<file path="src/rtl/bht_btb_predictor_if.sv">
// Fetch-lookup, branch-resolve update and statistics signals of the predictor.
// Ports: fetch_* / upd_* flow from the pipe into the predictor;
//        pred_* / stat_* flow back out.
interface bht_btb_predictor_if;
  logic        fetch_valid;
  logic [31:0] fetch_pc;
  logic        pred_taken;
  logic [31:0] pred_target;
  logic        pred_hit;
  logic        upd_valid;
  logic [31:0] upd_pc;
  logic        upd_taken;
  logic [31:0] upd_target;
  logic        upd_mispredict;
  logic [31:0] stat_branches;
  logic [31:0] stat_mispredicts;

  // Pipeline side: drives fetch and resolved-branch info, consumes predictions.
  modport master (
    output fetch_valid, fetch_pc,
    output upd_valid, upd_pc, upd_taken, upd_target, upd_mispredict,
    input  pred_taken, pred_target, pred_hit,
    input  stat_branches, stat_mispredicts
  );

  // Predictor side.
  modport slave (
    input  fetch_valid, fetch_pc,
    input  upd_valid, upd_pc, upd_taken, upd_target, upd_mispredict,
    output pred_taken, pred_target, pred_hit,
    output stat_branches, stat_mispredicts
  );
endinterface

</file>
<file path="src/rtl/bht_btb_predictor.sv">
// Direct-mapped 2-bit BHT + BTB branch predictor with branch/mispredict statistics.
// Latency: lookup is combinational (zero cycles); updates take effect from the next cycle.
// Backpressure: none -- every update is accepted, one per cycle.
// Ports: i_clk (rising edge), i_rst (synchronous, active-high),
//        io_bp (slave modport: fetch lookup, update, statistics).
module bht_btb_predictor #(
  parameter int INDEX_BITS = 6
) (
  input  logic                 i_clk,
  input  logic                 i_rst,
  bht_btb_predictor_if.slave   io_bp
);
  localparam int TAG_BITS = 30 - INDEX_BITS;
  localparam int ENTRIES  = 2 ** INDEX_BITS;

  logic                r_valid  [ENTRIES];
  logic [TAG_BITS-1:0] r_tag    [ENTRIES];
  logic [31:0]         r_target [ENTRIES];
  logic [1:0]          r_ctr    [ENTRIES];
  logic [31:0]         r_stat_br;
  logic [31:0]         r_stat_mp;

  // pc[1:0] is never used: entries are word-granular.
  logic [INDEX_BITS-1:0] w_fidx, w_uidx;
  logic [TAG_BITS-1:0]   w_ftag, w_utag;
  logic                  w_fhit, w_uhit;
  logic [1:0]            w_ctr_next;

  assign w_fidx = io_bp.fetch_pc[INDEX_BITS+1:2];
  assign w_ftag = io_bp.fetch_pc[31:INDEX_BITS+2];
  assign w_uidx = io_bp.upd_pc[INDEX_BITS+1:2];
  assign w_utag = io_bp.upd_pc[31:INDEX_BITS+2];

  // Lookup reads table state only, so a same-cycle update is not bypassed.
  assign w_fhit = r_valid[w_fidx] && (r_tag[w_fidx] == w_ftag);
  assign w_uhit = r_valid[w_uidx] && (r_tag[w_uidx] == w_utag);

  assign io_bp.pred_hit    = io_bp.fetch_valid && w_fhit;
  assign io_bp.pred_taken  = io_bp.pred_hit && r_ctr[w_fidx][1];
  assign io_bp.pred_target = io_bp.pred_taken ? r_target[w_fidx] : io_bp.fetch_pc + 32'd4;

  assign io_bp.stat_branches    = r_stat_br;
  assign io_bp.stat_mispredicts = r_stat_mp;

  // Saturating counter step on a hit; a fresh allocation starts weakly taken.
  always_comb begin
    w_ctr_next = 2'b10;
    if (w_uhit) begin
      if (io_bp.upd_taken)
        w_ctr_next = (r_ctr[w_uidx] == 2'b11) ? 2'b11 : r_ctr[w_uidx] + 2'd1;
      else
        w_ctr_next = (r_ctr[w_uidx] == 2'b00) ? 2'b00 : r_ctr[w_uidx] - 2'd1;
    end
  end

  // Valid bits, counters and statistics: reset clears all learned state at once.
  always_ff @(posedge i_clk) begin
    if (i_rst) begin
      for (int i = 0; i < ENTRIES; i++) begin
        r_valid[i] <= 1'b0;
        r_ctr[i]   <= 2'b01;
      end
      r_stat_br <= 32'd0;
      r_stat_mp <= 32'd0;
    end else if (io_bp.upd_valid) begin
      // A not-taken miss leaves the entry alone rather than evicting it.
      if (w_uhit || io_bp.upd_taken) begin
        r_valid[w_uidx] <= 1'b1;
        r_ctr[w_uidx]   <= w_ctr_next;
      end
      r_stat_br <= r_stat_br + 32'd1;
      r_stat_mp <= r_stat_mp + {31'd0, io_bp.upd_mispredict};
    end
  end

  // Tag and target carry no reset; they are only observed behind a valid bit.
  always_ff @(posedge i_clk) begin
    if (!i_rst && io_bp.upd_valid && io_bp.upd_taken) begin
      r_tag[w_uidx]    <= w_utag;
      r_target[w_uidx] <= io_bp.upd_target;
    end
  end
endmodule

</file>
<file path="src/flat_wrapper.sv">
// flat-port wrapper written by rule: the top's interface ports become plain ports
module bht_btb_predictor_flat 
#(
  parameter int INDEX_BITS = 6
)
  (i_clk, i_rst, io_bp_fetch_valid, io_bp_fetch_pc, io_bp_upd_valid, io_bp_upd_pc, io_bp_upd_taken, io_bp_upd_target, io_bp_upd_mispredict, io_bp_pred_taken, io_bp_pred_target, io_bp_pred_hit, io_bp_stat_branches, io_bp_stat_mispredicts);
  bht_btb_predictor_if io_bp_i ();
  input  logic i_clk;
  input  logic i_rst;
  input wire logic [$bits(io_bp_i.fetch_valid)-1:0] io_bp_fetch_valid;
  input wire logic [$bits(io_bp_i.fetch_pc)-1:0] io_bp_fetch_pc;
  input wire logic [$bits(io_bp_i.upd_valid)-1:0] io_bp_upd_valid;
  input wire logic [$bits(io_bp_i.upd_pc)-1:0] io_bp_upd_pc;
  input wire logic [$bits(io_bp_i.upd_taken)-1:0] io_bp_upd_taken;
  input wire logic [$bits(io_bp_i.upd_target)-1:0] io_bp_upd_target;
  input wire logic [$bits(io_bp_i.upd_mispredict)-1:0] io_bp_upd_mispredict;
  output wire logic [$bits(io_bp_i.pred_taken)-1:0] io_bp_pred_taken;
  output wire logic [$bits(io_bp_i.pred_target)-1:0] io_bp_pred_target;
  output wire logic [$bits(io_bp_i.pred_hit)-1:0] io_bp_pred_hit;
  output wire logic [$bits(io_bp_i.stat_branches)-1:0] io_bp_stat_branches;
  output wire logic [$bits(io_bp_i.stat_mispredicts)-1:0] io_bp_stat_mispredicts;
  assign io_bp_i.fetch_valid = io_bp_fetch_valid;
  assign io_bp_i.fetch_pc = io_bp_fetch_pc;
  assign io_bp_i.upd_valid = io_bp_upd_valid;
  assign io_bp_i.upd_pc = io_bp_upd_pc;
  assign io_bp_i.upd_taken = io_bp_upd_taken;
  assign io_bp_i.upd_target = io_bp_upd_target;
  assign io_bp_i.upd_mispredict = io_bp_upd_mispredict;
  assign io_bp_pred_taken = io_bp_i.pred_taken;
  assign io_bp_pred_target = io_bp_i.pred_target;
  assign io_bp_pred_hit = io_bp_i.pred_hit;
  assign io_bp_stat_branches = io_bp_i.stat_branches;
  assign io_bp_stat_mispredicts = io_bp_i.stat_mispredicts;
  bht_btb_predictor #(.INDEX_BITS(INDEX_BITS)) u_core (.i_clk(i_clk), .i_rst(i_rst), .io_bp(io_bp_i));
endmodule
</file>
<file path="config.mk">
export PLATFORM = sky130hd
export DESIGN_NAME = bht_btb_predictor_flat
export DESIGN_NICKNAME = d
export VERILOG_FILES = /design/src/rtl/bht_btb_predictor_if.sv /design/src/rtl/bht_btb_predictor.sv /design/src/flat_wrapper.sv
export SDC_FILE = /design/constraint.sdc
export NUM_CORES = 2
export LEC_CHECK = 0
export CAP_MARGIN = 25
export CELL_PAD_IN_SITES_DETAIL_PLACEMENT = 1
export CELL_PAD_IN_SITES_GLOBAL_PLACEMENT = 1
export CORE_AREA = 2 2 605 607
export CTS_BUF_LIST = sky130_fd_sc_hd__clkbuf_2
export CTS_CLUSTER_DIAMETER = 150
export DETAILED_ROUTE_END_ITERATION = 16
export DIE_AREA = 0 0 607 609
export PLACE_DENSITY_LB_ADDON = 0.1
export SLEW_MARGIN = 20
export SYNTH_ARGS = -nofsm -noshare
export SYNTH_HDL_FRONTEND = slang
export SYNTH_SLANG_ARGS = --single-unit
</file>
<file path="constraint.sdc">
create_clock -name i_clk -period 10.13 [get_ports i_clk]
set_input_delay 2.026 -clock i_clk [delete_from_list [all_inputs] [get_ports i_clk]]
set_output_delay 2.026 -clock i_clk [all_outputs]
set_load 0.01 [all_outputs]
</file>
==> summary.txt <==
Die
  – Placement Rows: 222
  – Die ar.: 369700 um^2
  – Core Area: 363900 um^2
  – Die span in y: 609 um
  – Initial Util: 44.74%
  – I/O pins: 200
  – Die W: 607 um

Synthesis
  – Post-synthesis cell type count: 78
  – Sequential share of the synthesized area: 70.05%
  – Post-Syn Nets: 8358
  – Yosys reg bits: 3840
  – Post-synth ARST share: 0%
  – Post-Syn Area: 162800 um^2
  – Synth Flop Type: edfxtp_1
  – Post-Syn Instances: 8252
  – Synthesized area per cell: 19.73 um^2
  – Ys Warns: 0
  – Post-synth EDFFs: 3712

Global routing
  – First-pass GRT wire length: 846600 um
  – Total track usage: 33.66%
  – Pin count of the biggest net entering global routing: 123
  – Initial antenna violation count: 66
  – GRT overflow: 0
  – Vias in the first global route: 101000

Clock tree
  – CTS buffer count: 961
  – CTS tree: done
  – CTS Hold Buffers Added: 1
  – Post-CTS Setup Bufs: 0
  – Clock Sinks: 3840
  – Max Root-Sink Buffers: 4
  – PostCTS Resize Cnt: 0
  – H-tree depth: 6
  – Worst-path clk slew: 120 ps
  – Clk_lat worst skew: 2480 ps
  – Clock root cell: clkbuf_2

Drt
  – 1st-pass router iterations: 10
  – DR vias/cell: 6.781
  – Post-route ant nets: 0
  – Highest Signal Layer: met5
  – DR DRC count: 0
  – Drt initial violations: 15720
  – WL met3: 72100 um
  – WL met1: 235800 um
  – Routed wl met2: 281200 um
  – WL final: 626400 um
  – Vias: 100100
  – DR WL/cell: 42.45 um

STA
  – Final period util: 96.37%
  – Worst-margin pin slew: 1170 ps
  – RSZ-0062 raised after global routing: no
  – Highest Clock Rate: 102.4 MHz
  – Setup TNS: 0 ps
  – Final setup viols: 0
  – Slew margin rel.: 22.03%
  – Pins Over Slew Limit: 0
  – Hold Fails Final Rpt: 0
  – Final Critical Period: 9762 ps
  – Final clock skew: 237.8 ps

Layout
  – Fin nets: 9281
  – Most common cell after layout, fill and taps aside: edfxtp_1
  – Final Cell Area: 181600 um^2
  – Most frequent cells in the layout: edfxtp_1 (3712), clkbuf_2 (1342), mux4_2 (1218)
  – Fraction of layout cells with a size suffix above 1: 34.43%
  – Area Growth Syn to Fin: 11.58%
  – Layout fillers: 33470
  – Fin cells: 14760

Worst setup path
  – CP bufs+invs: 4
  – Setup CP Type: in2out
  – Critical path, cell by cell: buf_16 > buf_4 > mux4_2 > mux2i_1 > o22ai_1 > nor3_1 > xor2_1 > nand3_1 > o31ai_1 > nand4_1 > nor4b_4 > buf_12 > mux2_2 > clkdlybuf4s50_1
  – Worst-path fanout max: 59
  – CP required: 8100 ps
  – Delay of the slowest critical-path stage: 620 ps
  – Top cell family by delay on the critical path: buffers and inverters
  – Worst path arrival time: 7740 ps
  – CP max-delay cell: xor2_1
  – Crit start category: primary input
  – Worst Setup End Kind: output pin

Place
  – Dpl cells: 13000
  – Port bufs: 197
  – DP Area: 172500 um^2
  – DP HPWL: 329700 um
  – GP Congestion: 0.8731

Power
  – PD cells: 167.3 nW/um^2
  – Leakage: 58.28 nW
  – VDD IR max: 0.1050 mV

Outcome
  – Outcome: completed

Run
  – MaxCap Viol Count: 0

Min path
  – Worst hold path class: in2reg
==> worst register-to-register path: stages, from the launching register on <==
cell and delay, ps:
edfxtp_1 420, mux2_2 270, a221o_1 300, a221oi_1 550
a211oi_1 170, nor4b_2 340, xnor2_1 120, buf_4 230
nor4_1 930, nand4_1 630, o21ai_0 370, o211a_2 850
buf_12 300, nor3_1 90
==> cells in the mapped netlist (73+ instances only) <==
| master | count | area [um^2] |
|---|---|---|
| a22o_1 | 117 | 1025 |
| nand3_1 | 110 | 550.5 |
| clkbuf_1 | 298 | 1119 |
| a21oi_1 | 92 | 460.4 |
| xor2_1 | 73 | 639.4 |
| dfxtp_1 | 128 | 2562 |
| nand2_1 | 227 | 852.1 |
| a221oi_1 | 139 | 1217 |
| o22ai_1 | 115 | 719.4 |
| nor2_1 | 262 | 983.4 |
| buf_1 | 103 | 386.6 |
| mux2_2 | 169 | 1903 |
| o21ai_0 | 123 | 615.6 |
| edfxtp_1 | 3712 | 111500 |
| nor3_1 | 90 | 450.4 |
| mux4_2 | 1218 | 27430 |
| buf_2 | 171 | 855.8 |
| a22oi_1 | 142 | 1066 |
| mux2i_1 | 291 | 2913 |
==> report_power, final <==
| group | internal (mW) | switching, mW | leakage, nW | total [mW] |
|---|---|---|---|---|
| Sequential | 17.4 | 0.0252 | 34.5 | 17.5 |
| Combinational | 0.890 | 1.55 | 17.3 | 2.44 |
| Clock | 3.91 | 6.58 | 6.45 | 10.5 |
==> per-layer routing <==
metal / up-vias / global-route usage, %
li1: 37670 / -
met5: - / 0
met4: 26 / 18.50
met3: 1569 / 8.874
met1: 53600 / 45.35
met2: 7212 / 49.99
==> state kept, by name (all words and copies together), names as in the netlist <==
register and flops:
u_core.io_bp.stat_branches 32, u_core.io_bp.stat_mispredicts 32, u_core.r_ctr 128, u_core.r_tag 1536, u_core.r_target 2048, u_core.r_valid 64
==> metrics by stage <==
step                power [mW]  worst slack, ps  hold slack, ps  utilization (%)
CTS                      30.54            385.2           70.69            49.76
finish                   30.38            368.1           117.6            49.91
detailed placement       20.20            529.3           473.2            47.41
global placement         20.15            441.2           456.6            47.35
floorplan                19.11             2377           440.2                -
global route             31.41            319.3          -23.11            49.90
==> path summary, 6_finish.rpt <==
path | slack (ps) | to | from | cells past startpoint
setup / recovery | 370 | io_bp_pred_target[23] | io_bp_fetch_pc[2] | 14
hold / removal | 120 | u_core.r_tag[27][19]$_DFFE_PP_ | io_bp_upd_pc[27] | 1
setup reg to reg | 4240 | u_core.r_ctr[48][1]$_SDFFCE_PN0P_ | u_core.r_tag[49][5]$_DFFE_PP_ | 13
hold reg to reg | 500 | u_core.r_valid[33]$_DFF_P_ | u_core.r_valid[33]$_DFF_P_ | 1
==> final cells by class <==
class	count	area (um^2)	share of cell area [%]
antenna	34	85.08	0.04684
clock buffer	1342	6716	3.698
clock inverter	353	1819	1.002
inverter	14	77.57	0.04271
multi-input combinational	3764	46480	25.59
sequential	3840	114000	62.78
tap	4816	6026	3.318
timing repair buffer	594	6395	3.521
==> cells by family (layout without fill, tap and decap cells) <==
kind of cell | after synthesis | after routing | share of synthesized area (%)
AO/OA/AOI/OAI | 1050 | 1050 | 4.878
other | 0 | 34 | 0
AND/OR/NAND/NOR | 880 | 880 | 2.573
adder cells (fa/ha/maj) | 4 | 4 | 0.03075
multiplexers | 1693 | 1693 | 19.91
buffers and inverters | 648 | 2303 | 1.817
flip-flops | 3840 | 3840 | 70.05
XOR/XNOR | 137 | 137 | 0.7371
Note: power is estimated with default switching activity, not from simulation.
